===== config.mk =====
export PLATFORM = sky130hd
export DESIGN_NAME = tape_player
export DESIGN_NICKNAME = d
export VERILOG_FILES = /design/src/rtl/tape_player.sv
export SDC_FILE = /design/constraint.sdc
export NUM_CORES = 1
export LEC_CHECK = 0
export ABC_AREA = 1
export CORE_UTILIZATION = 55
export CTS_BUF_LIST = sky130_fd_sc_hd__clkbuf_4 sky130_fd_sc_hd__clkbuf_8
export DETAILED_ROUTE_END_ITERATION = 8
export DONT_BUFFER_PORTS = 1
export GPL_ROUTABILITY_DRIVEN = 1
export GPL_TIMING_DRIVEN = 0
export MAX_ROUTING_LAYER = met4
export PLACE_DENSITY = 0.7
export SETUP_SLACK_MARGIN = 0.1
export SYNTH_ARGS = -nofsm -noshare
export SYNTH_HDL_FRONTEND = slang
export SYNTH_SLANG_ARGS = --single-unit
export TNS_END_PERCENT = 10

===== constraint.sdc =====
create_clock -name clk_sys -period 2.27 [get_ports clk_sys]
set_input_delay 0.227 -clock clk_sys [delete_from_list [all_inputs] [get_ports clk_sys]]
set_output_delay 0.227 -clock clk_sys [all_outputs]
set_load 0.005 [all_outputs]

===== src/rtl/tape_player.sv =====
// ============================================================================
//  tape_player : biphase cassette playback generator (leader, sync, payload)
//  Revision    : 1.0
// ============================================================================
`default_nettype none

module tape_player #(
  parameter int         HALF_TICKS     = 742,
  parameter int         PREAMBLE_BYTES = 256,
  parameter logic [7:0] SYNC_BYTE      = 8'hE6
) (
  input  logic        clk_sys,
  input  logic        reset_n,
  input  logic        ce_tick,
  input  logic        start,
  input  logic        stop,
  input  logic [7:0]  s_data,
  input  logic        s_valid,
  input  logic        s_last,
  output logic        s_ready,
  output logic        tape_out,
  output logic        busy,
  output logic [15:0] byte_cnt
);

  localparam int c_TIMER_W = (HALF_TICKS > 1) ? $clog2(HALF_TICKS) : 1;
  localparam int c_PRE_W   = (PREAMBLE_BYTES > 1) ? $clog2(PREAMBLE_BYTES) : 1;
  localparam logic [c_TIMER_W-1:0] c_TIMER_LAST = c_TIMER_W'(HALF_TICKS - 1);
  localparam logic [c_PRE_W-1:0]   c_PRE_LOAD   = c_PRE_W'(PREAMBLE_BYTES - 1);

  typedef enum logic [2:0] {
    ST_IDLE     = 3'd0,
    ST_PREAMBLE = 3'd1,
    ST_SYNC     = 3'd2,
    ST_DATA     = 3'd3,
    ST_STALL    = 3'd4
  } state_t;

  state_t               r_state;
  logic [c_TIMER_W-1:0] r_timer;
  logic [3:0]           r_half;
  logic [7:0]           r_shift;
  logic [c_PRE_W-1:0]   r_pre;
  logic [7:0]           r_hold;
  logic                 r_hold_valid;
  logic                 r_hold_last;
  logic                 r_last_seen;
  logic                 r_last_loaded;
  logic                 r_tape;
  logic                 r_busy;
  logic [15:0]          r_byte_cnt;

  logic                 w_accept;
  logic [15:0]          w_cnt_inc;

  assign s_ready   = r_busy & ~r_hold_valid & ~r_last_seen;
  assign w_accept  = s_valid & s_ready;
  assign w_cnt_inc = (r_byte_cnt == 16'hFFFF) ? r_byte_cnt : r_byte_cnt + 16'd1;

  assign tape_out  = r_tape;
  assign busy      = r_busy;
  assign byte_cnt  = r_byte_cnt;

  // r_shift[7] is always the bit on air; it shifts left as each bit completes,
  // so an underrun leaves it empty and the line parks on the first half of a 0.
  always_ff @(posedge clk_sys or negedge reset_n) begin
    if (!reset_n) begin
      r_state       <= ST_IDLE;
      r_timer       <= '0;
      r_half        <= 4'd0;
      r_shift       <= 8'h00;
      r_pre         <= '0;
      r_hold        <= 8'h00;
      r_hold_valid  <= 1'b0;
      r_hold_last   <= 1'b0;
      r_last_seen   <= 1'b0;
      r_last_loaded <= 1'b0;
      r_tape        <= 1'b0;
      r_busy        <= 1'b0;
      r_byte_cnt    <= 16'd0;
    end else begin
      if (w_accept) begin
        r_hold       <= s_data;
        r_hold_valid <= 1'b1;
        r_hold_last  <= s_last;
        if (s_last) r_last_seen <= 1'b1;
      end
      case (r_state)
        ST_IDLE: begin
          if (start && !stop) begin
            r_hold_valid  <= 1'b0;
            r_last_seen   <= 1'b0;
            r_last_loaded <= 1'b0;
            r_byte_cnt    <= 16'd0;
            r_shift       <= 8'h00;
            r_half        <= 4'd0;
            r_timer       <= '0;
            r_pre         <= c_PRE_LOAD;
            r_tape        <= 1'b1;
            r_busy        <= 1'b1;
            r_state       <= ST_PREAMBLE;
          end
        end
        default: begin
          if (stop) begin
            r_state      <= ST_IDLE;
            r_tape       <= 1'b0;
            r_busy       <= 1'b0;
            r_hold_valid <= 1'b0;
            r_timer      <= '0;
          end else if (r_state == ST_STALL) begin
            if (r_hold_valid) begin
              r_shift       <= r_hold;
              r_hold_valid  <= 1'b0;
              r_last_loaded <= r_hold_last;
              r_byte_cnt    <= w_cnt_inc;
              r_tape        <= ~r_hold[7];
              r_half        <= 4'd0;
              r_timer       <= '0;
              r_state       <= ST_DATA;
            end
          end else if (ce_tick) begin
            if (r_timer != c_TIMER_LAST) begin
              r_timer <= r_timer + 1'b1;
            end else begin
              r_timer <= '0;
              if (r_half != 4'd15) begin
                r_half <= r_half + 4'd1;
                if (!r_half[0]) begin
                  r_tape <= r_shift[7];
                end else begin
                  r_tape  <= ~r_shift[6];
                  r_shift <= {r_shift[6:0], 1'b0};
                end
              end else begin
                r_half <= 4'd0;
                if (r_state == ST_PREAMBLE) begin
                  if (r_pre != '0) begin
                    r_pre   <= r_pre - 1'b1;
                    r_shift <= 8'h00;
                    r_tape  <= 1'b1;
                  end else begin
                    r_shift <= SYNC_BYTE;
                    r_tape  <= ~SYNC_BYTE[7];
                    r_state <= ST_SYNC;
                  end
                end else if (r_state == ST_DATA && r_last_loaded) begin
                  r_state <= ST_IDLE;
                  r_busy  <= 1'b0;
                  r_tape  <= 1'b0;
                end else if (r_hold_valid) begin
                  r_shift       <= r_hold;
                  r_hold_valid  <= 1'b0;
                  r_last_loaded <= r_hold_last;
                  r_byte_cnt    <= w_cnt_inc;
                  r_tape        <= ~r_hold[7];
                  r_state       <= ST_DATA;
                end else begin
                  r_shift <= 8'h00;
                  r_tape  <= 1'b1;
                  r_state <= ST_STALL;
                end
              end
            end
          end
        end
      endcase
    end
  end

endmodule

`default_nettype wire


* Word-level counts from Yosys, hierarchy flattened
Cells that the tools add are included.
** Storage, ports and cells
- Word-level logic and storage cells :: 176
- Register bits :: 63
- Output and inout bits :: 19
- Input bits :: 15
** Cells by class
- Add/sub/neg operators :: 4
- Reductions and logical operators :: 20
- Bitwise operators :: 7
- Muxes and demuxes :: 106
- Equal/unequal tests :: 26
** Operators by type and width (number)
- 2-to-1 mux 16 bit :: 11
- 2-to-1 mux 8 bit :: 22
- 2-to-1 mux 10 bit :: 7
- 2-to-1 mux 1 bit :: 46
- 2-to-1 mux 3 bit :: 12
- 2-to-1 mux 4 bit :: 8
- != test 3 x 2 -> 1 bit, second input constant :: 9
- AND reduction 7 bit :: 3
- adder 16 x 1 -> 16 bit, second input constant :: 1
- equality test 16 bit, second input constant :: 1
- != test 4 x 3 -> 1 bit, second input constant :: 4
- adder 10 x 1 -> 10 bit, second input constant :: 1
- != test 10 bit, second input constant :: 1
- != test 5 x 4 -> 1 bit, second input constant :: 2
- nonzero test 3 bit :: 3
- != test 2 x 1 -> 1 bit, second input constant :: 4
- AND reduction 8 bit :: 1
- nonzero test 8 bit :: 1
- subtractor 8 x 1 -> 8 bit, second input constant :: 1
- AND reduction 6 bit :: 1
- nonzero test 2 bit :: 3
- AND reduction 5 bit :: 1
- adder 4 x 1 -> 4 bit, second input constant :: 1
- != test 4 bit, second input constant :: 1
- 12 further kinds :: 18

* Depth between registers and ports, before layout
- Depth in word-level cells :: 14
- Gate-level depth with buffers :: 11
- Depth with buffers taken out :: 11

* Worst setup path before layout
OpenSTA, ideal clock, no wires.
- Path kind :: reg2reg
- Start point :: register r_timer[1]
- End point :: register r_byte_cnt[12] (netlist: byte_cnt[12])
- Period minus slack after synthesis :: 1.641 ns
- Stages on the path, launching flop included :: 11
- Library setup time :: 0.118 ns
- Path buffers :: 1
- Path slack :: 0.629 ns
- Required time :: 2.152 ns
- Arrival :: 1.523 ns
- Path through :: dfrtp_1 > inv_1 > ha_1 > nand2_1 > nor2_1 > nand3_2 > o21ai_1 > nand3_4 > buf_6 > nand2_1 > o21ai_2
** On the way
- Cells in the longest elaborated chain, start to end :: 3
** RTL lines
- start: declaration :: RTL line 40 : logic [c_TIMER_W-1:0] r_timer;
- start signal: assignment :: RTL line 124 : r_timer <= r_timer + 1'b1;
- != test 10 bit :: RTL line 123 : if (r_timer != c_TIMER_LAST) begin
- != test 3 x 2 -> 1 bit (no source line)
- AND reduction 7 bit (no source line)
- end signal: assignment :: RTL line 116 : r_byte_cnt <= w_cnt_inc;
- end signal: assignment :: RTL line 155 : r_byte_cnt <= w_cnt_inc;
- end: declaration :: RTL line 51 : logic [15:0] r_byte_cnt;
No other way between the ends.
A chain may end at the register's enable or synchronous reset.

* Final worst setup path
- Start point :: register r_timer[1]
- End point :: register r_pre[0]
** On the way
- Cells in the longest elaborated chain, start to end :: 3
** RTL lines
- != test 10 bit :: RTL line 123
- != test 2 x 1 -> 1 bit (no source line)
- AND reduction 8 bit (no source line)
- end signal: assignment :: RTL line 98 : r_pre <= c_PRE_LOAD;
- end signal: assignment :: RTL line 139 : r_pre <= r_pre - 1'b1;
- end: declaration :: RTL line 43 : logic [c_PRE_W-1:0] r_pre;
No other way between the ends.

==> insert_results.sql <==
INSERT INTO impl_metrics (metric_group, metric, value, unit) VALUES
('layout', 'num-nets-final', '581', ''),
('clocking', 'worst_setup_hold_path_clk_slew', '70', 'ps'),
('critical_path', 'cp.required', '2500', 'ps'),
('critical_path', 'cp-start-kind', 'register', ''),
('floorplanning', 'die_w', '86.2', 'um'),
('sta', 'finalSetupViolCount', '0', ''),
('yosys', 'netlist_top_cells_count', 'sky130_fd_sc_hd__nand2_1 (178), sky130_fd_sc_hd__nor2_1 (65), sky130_fd_sc_hd__dfrtp_1 (63)', ''),
('detailed_routing', 'drt_first_iter_violations', '209', ''),
('yosys', 'top_count_cell_post_synth', 'sky130_fd_sc_hd__nand2_1', ''),
('clocking', 'post_cts_resize_count', '0', ''),
('yosys', 'avgSynthCellArea', '7.20', 'um^2'),
('yosys', 'synth_largest_area_cell', 'sky130_fd_sc_hd__dfrtp_1', ''),
('yosys', 'synth-warning-count', '0', ''),
('critical_path', 'classification_of_the_worst_setup_path', 'reg -> reg', ''),
('sta', 'timing.final.max_slew_violations', '0', ''),
('layout', 'layout-area-overhead-vs-synth', '11.8', '%'),
('min_path', 'min_delay_path_depth', '2', ''),
('critical_path', 'end_kind', 'register', ''),
('clocking', 'cts_buffers', '9', ''),
('yosys', 'synth_area', '3890', 'um^2'),
('floorplanning', 'core_area', '6830', 'um^2'),
('sta', 'hold_viol', '0', ''),
('layout', 'post_route_cells_drive_above_1_share', '12.2', '%'),
('floorplanning', 'placementRows', '30', ''),
('place', 'detailed_place_hpwl', '6.62', 'mm'),
('critical_path', 'r2r_end', 'r_pre[0]$_DFFE_PN0P_', ''),
('clocking', 'tritoncts', 'built', ''),
('yosys', 'ys_async_sr_fraction', '100', '%'),
('clocking', 'worstSkewPairLatency', '350', 'ps'),
('layout', 'layout.filler_cells', '651', ''),
('floorplanning', 'chipHeight', '86.2', 'um'),
('clocking', 'clock-root-buffer', 'sky130_fd_sc_hd__clkbuf_8', ''),
('yosys', 'synth_edf_count', '0', ''),
('sta', 'relSlewSlack', '62.6', '%'),
('clocking', 'h-tree-depth', '3', ''),
('sta', 'worst_margin_pin_slew', '561', 'ps'),
('detailed_routing', 'drc', '0', ''),
('clocking', 'cts-root-to-sink-buffers', '2', ''),
('grt', 'grt_pass1_wl', '15.8', 'mm'),
('yosys', 'yosys_register_bits', '63', ''),
('critical_path', 'critical_path_slowest_stage_cell', 'sky130_fd_sc_hd__dfrtp_1', ''),
('grt', 'grt_start_max_net_pins', '64', ''),
('min_path', 'holdCritStartpoint', 's_data[2]', ''),
('grt', 'antenna_found_initial', '0', ''),
('place', 'finalWeightedCongestion', '0.939', ''),
('floorplanning', 'die_area', '7420', 'um^2'),
('critical_path', 'path_cells', 'inv_1, ha_1, nand2_1, nor2_1, nand4_1, nor3_1, nand3_2, o21ai_1, nand2_1', ''),
('detailed_routing', 'vias', '3655', ''),
('critical_path', 'worst_r2r_path_depth', '9', ''),
('floorplanning', 'initial_utilization', '57.0', '%'),
('min_path', 'hold_path_class', 'in -> reg', ''),
('critical_path', 'worst-path-max-fanout', '8', ''),
('min_path', 'whs_endpoint', 'r_hold[2]$_DFFE_PN0N_', ''),
('critical_path', 'max_stage_delay_on_crit_path', '400', 'ps'),
('job', 'max_cap_violations', '0', ''),
('pwr', 'static-leakage-power', '0.00207', 'uW'),
('yosys', 'synth.top_cell.area_share', '40.5', '%'),
('critical_path', 'crit-reg2reg-launch', 'r_timer[1]$_DFFE_PN0P_', ''),
('detailed_routing', 'wl_per_cell', '14.0', 'um'),
('critical_path', 'crit_top_cell', 'sky130_fd_sc_hd__nand2_1', ''),
('detailed_routing', 'first_pass_iters', '5', ''),
('layout', 'antenna-diode-count', '0', ''),
('critical_path', 'crit_start', 'r_timer[1]$_DFFE_PN0P_', ''),
('grt', 'gr-total-overflow', '0', ''),
('layout', 'layout.cell_area.non_filler', '4350', 'um^2'),
('outcome', 'result_of_the_run', 'finished clean', ''),
('yosys', 'synth_ff_type', 'sky130_fd_sc_hd__dfrtp_1', ''),
('sta', 'tns', '0', 'ps'),
('grt', 'number_of_global_route_vias_before_repair', '3403', ''),
('sta', 'final_worst_clock_skew', '17.9', 'ps'),
('place', 'port_buffer_count', '0', '');
## metrics by stage
step | worst slack (ps) | total power [uW] | hold WS, ps | util [%] | instances
floorplan | 629 | 3420 | -68.6 | - | 541
global placement | 368 | 3910 | -67.4 | 58.8 | 637
detailed placement | 317 | 3980 | -67.3 | 58.8 | 637
CTS | 302 | 5170 | 6.14 | 63.7 | 662
global route | 146 | 5560 | 7.14 | 63.7 | 662
finish | 320 | 5150 | 13.8 | 63.7 | 662
## sequential cells by signal, indices dropped and copies added, names as in the netlist, 3 cells and up
register,count
byte_cnt,16
r_timer,10
r_hold,8
r_pre,8
r_shift,8
r_half,4
r_state,3
## worst max path at each step
stage / end / cells past startpoint
after floorplan: byte_cnt[12]$_DFFE_PN0P_ / 10
after global placement: r_pre[0]$_DFFE_PN0P_ / 9
after detailed placement: r_pre[0]$_DFFE_PN0P_ / 9
after CTS: r_pre[0]$_DFFE_PN0P_ / 9
after global routing: r_pre[0]$_DFFE_PN0P_ / 9
final: r_pre[0]$_DFFE_PN0P_ / 9
## logic make-up (layout without fill, tap and decap cells)
family / after synthesis / count (layout) / share of synthesized area [%]
and+or+nand+nor: 339 / 339 / 39.3
DFF: 63 / 63 / 40.5
AOI/OAI and AO/OA: 62 / 62 / 9.57
buffers and inverters: 60 / 85 / 6.39
xor gates and xnor gates: 12 / 12 / 2.70
adders and majority gates: 5 / 5 / 1.61
## critical path, delay by kind of cell, from the launching register on
family | cells | cell delay [ps]
DFF | 1 | 400
AOI/OAI and AO/OA | 1 | 150
adders and majority gates | 1 | 140
buffers and inverters | 1 | 80
and+or+nand+nor | 6 | 1060
## cell usage in the layout (no fill, tap or decap), types with 5 or more instances in the layout
cell                              n
sky130_fd_sc_hd__dlygate4sd3_1    8
sky130_fd_sc_hd__o21ai_2          8
sky130_fd_sc_hd__inv_1           41
sky130_fd_sc_hd__nor3_1           7
sky130_fd_sc_hd__nand3_1         52
sky130_fd_sc_hd__xor2_1           9
sky130_fd_sc_hd__nor2_1          65
sky130_fd_sc_hd__dfrtp_1         63
sky130_fd_sc_hd__or2_2            7
sky130_fd_sc_hd__o21ai_1         10
sky130_fd_sc_hd__buf_2            7
sky130_fd_sc_hd__ha_1             5
sky130_fd_sc_hd__nand4_1         10
sky130_fd_sc_hd__a21oi_1         13
sky130_fd_sc_hd__nand2_1        178
sky130_fd_sc_hd__clkbuf_8        11
sky130_fd_sc_hd__o21ai_0         18
sky130_fd_sc_hd__inv_2            8
## report_power, final
| group | internal, uW | total (uW) | leakage [uW] | switching [uW] |
|---|---|---|---|---|
| combinational | 728 | 2320 | 0.00113 | 1590 |
| clock | 702 | 1140 | 0.000120 | 439 |
| sequential | 1420 | 1690 | 0.000827 | 268 |
| total | 2850 | 5150 | 0.00207 | 2300 |
## layout make-up
| type | instances | area, um^2 | area share (%) |
|---|---|---|---|
| tap | 96 | 120 | 2.76 |
| sequential | 63 | 1580 | 36.2 |
| clock buffer | 13 | 166 | 3.82 |
| timing repair buffer | 9 | 108 | 2.47 |
| buffer | 11 | 65.1 | 1.49 |
| inverter | 49 | 184 | 4.22 |
| multi-input combinational | 418 | 2070 | 47.5 |
| clock inverter | 3 | 65.1 | 1.49 |
## per-layer routing
layer	part of all wire (%)	track usage, %
met1	45	34.8
met2	47	44.4
met3	5.4	5.87
met4	2.3	12.1
met5	0	-
Power figures use the tool's default switching activity.
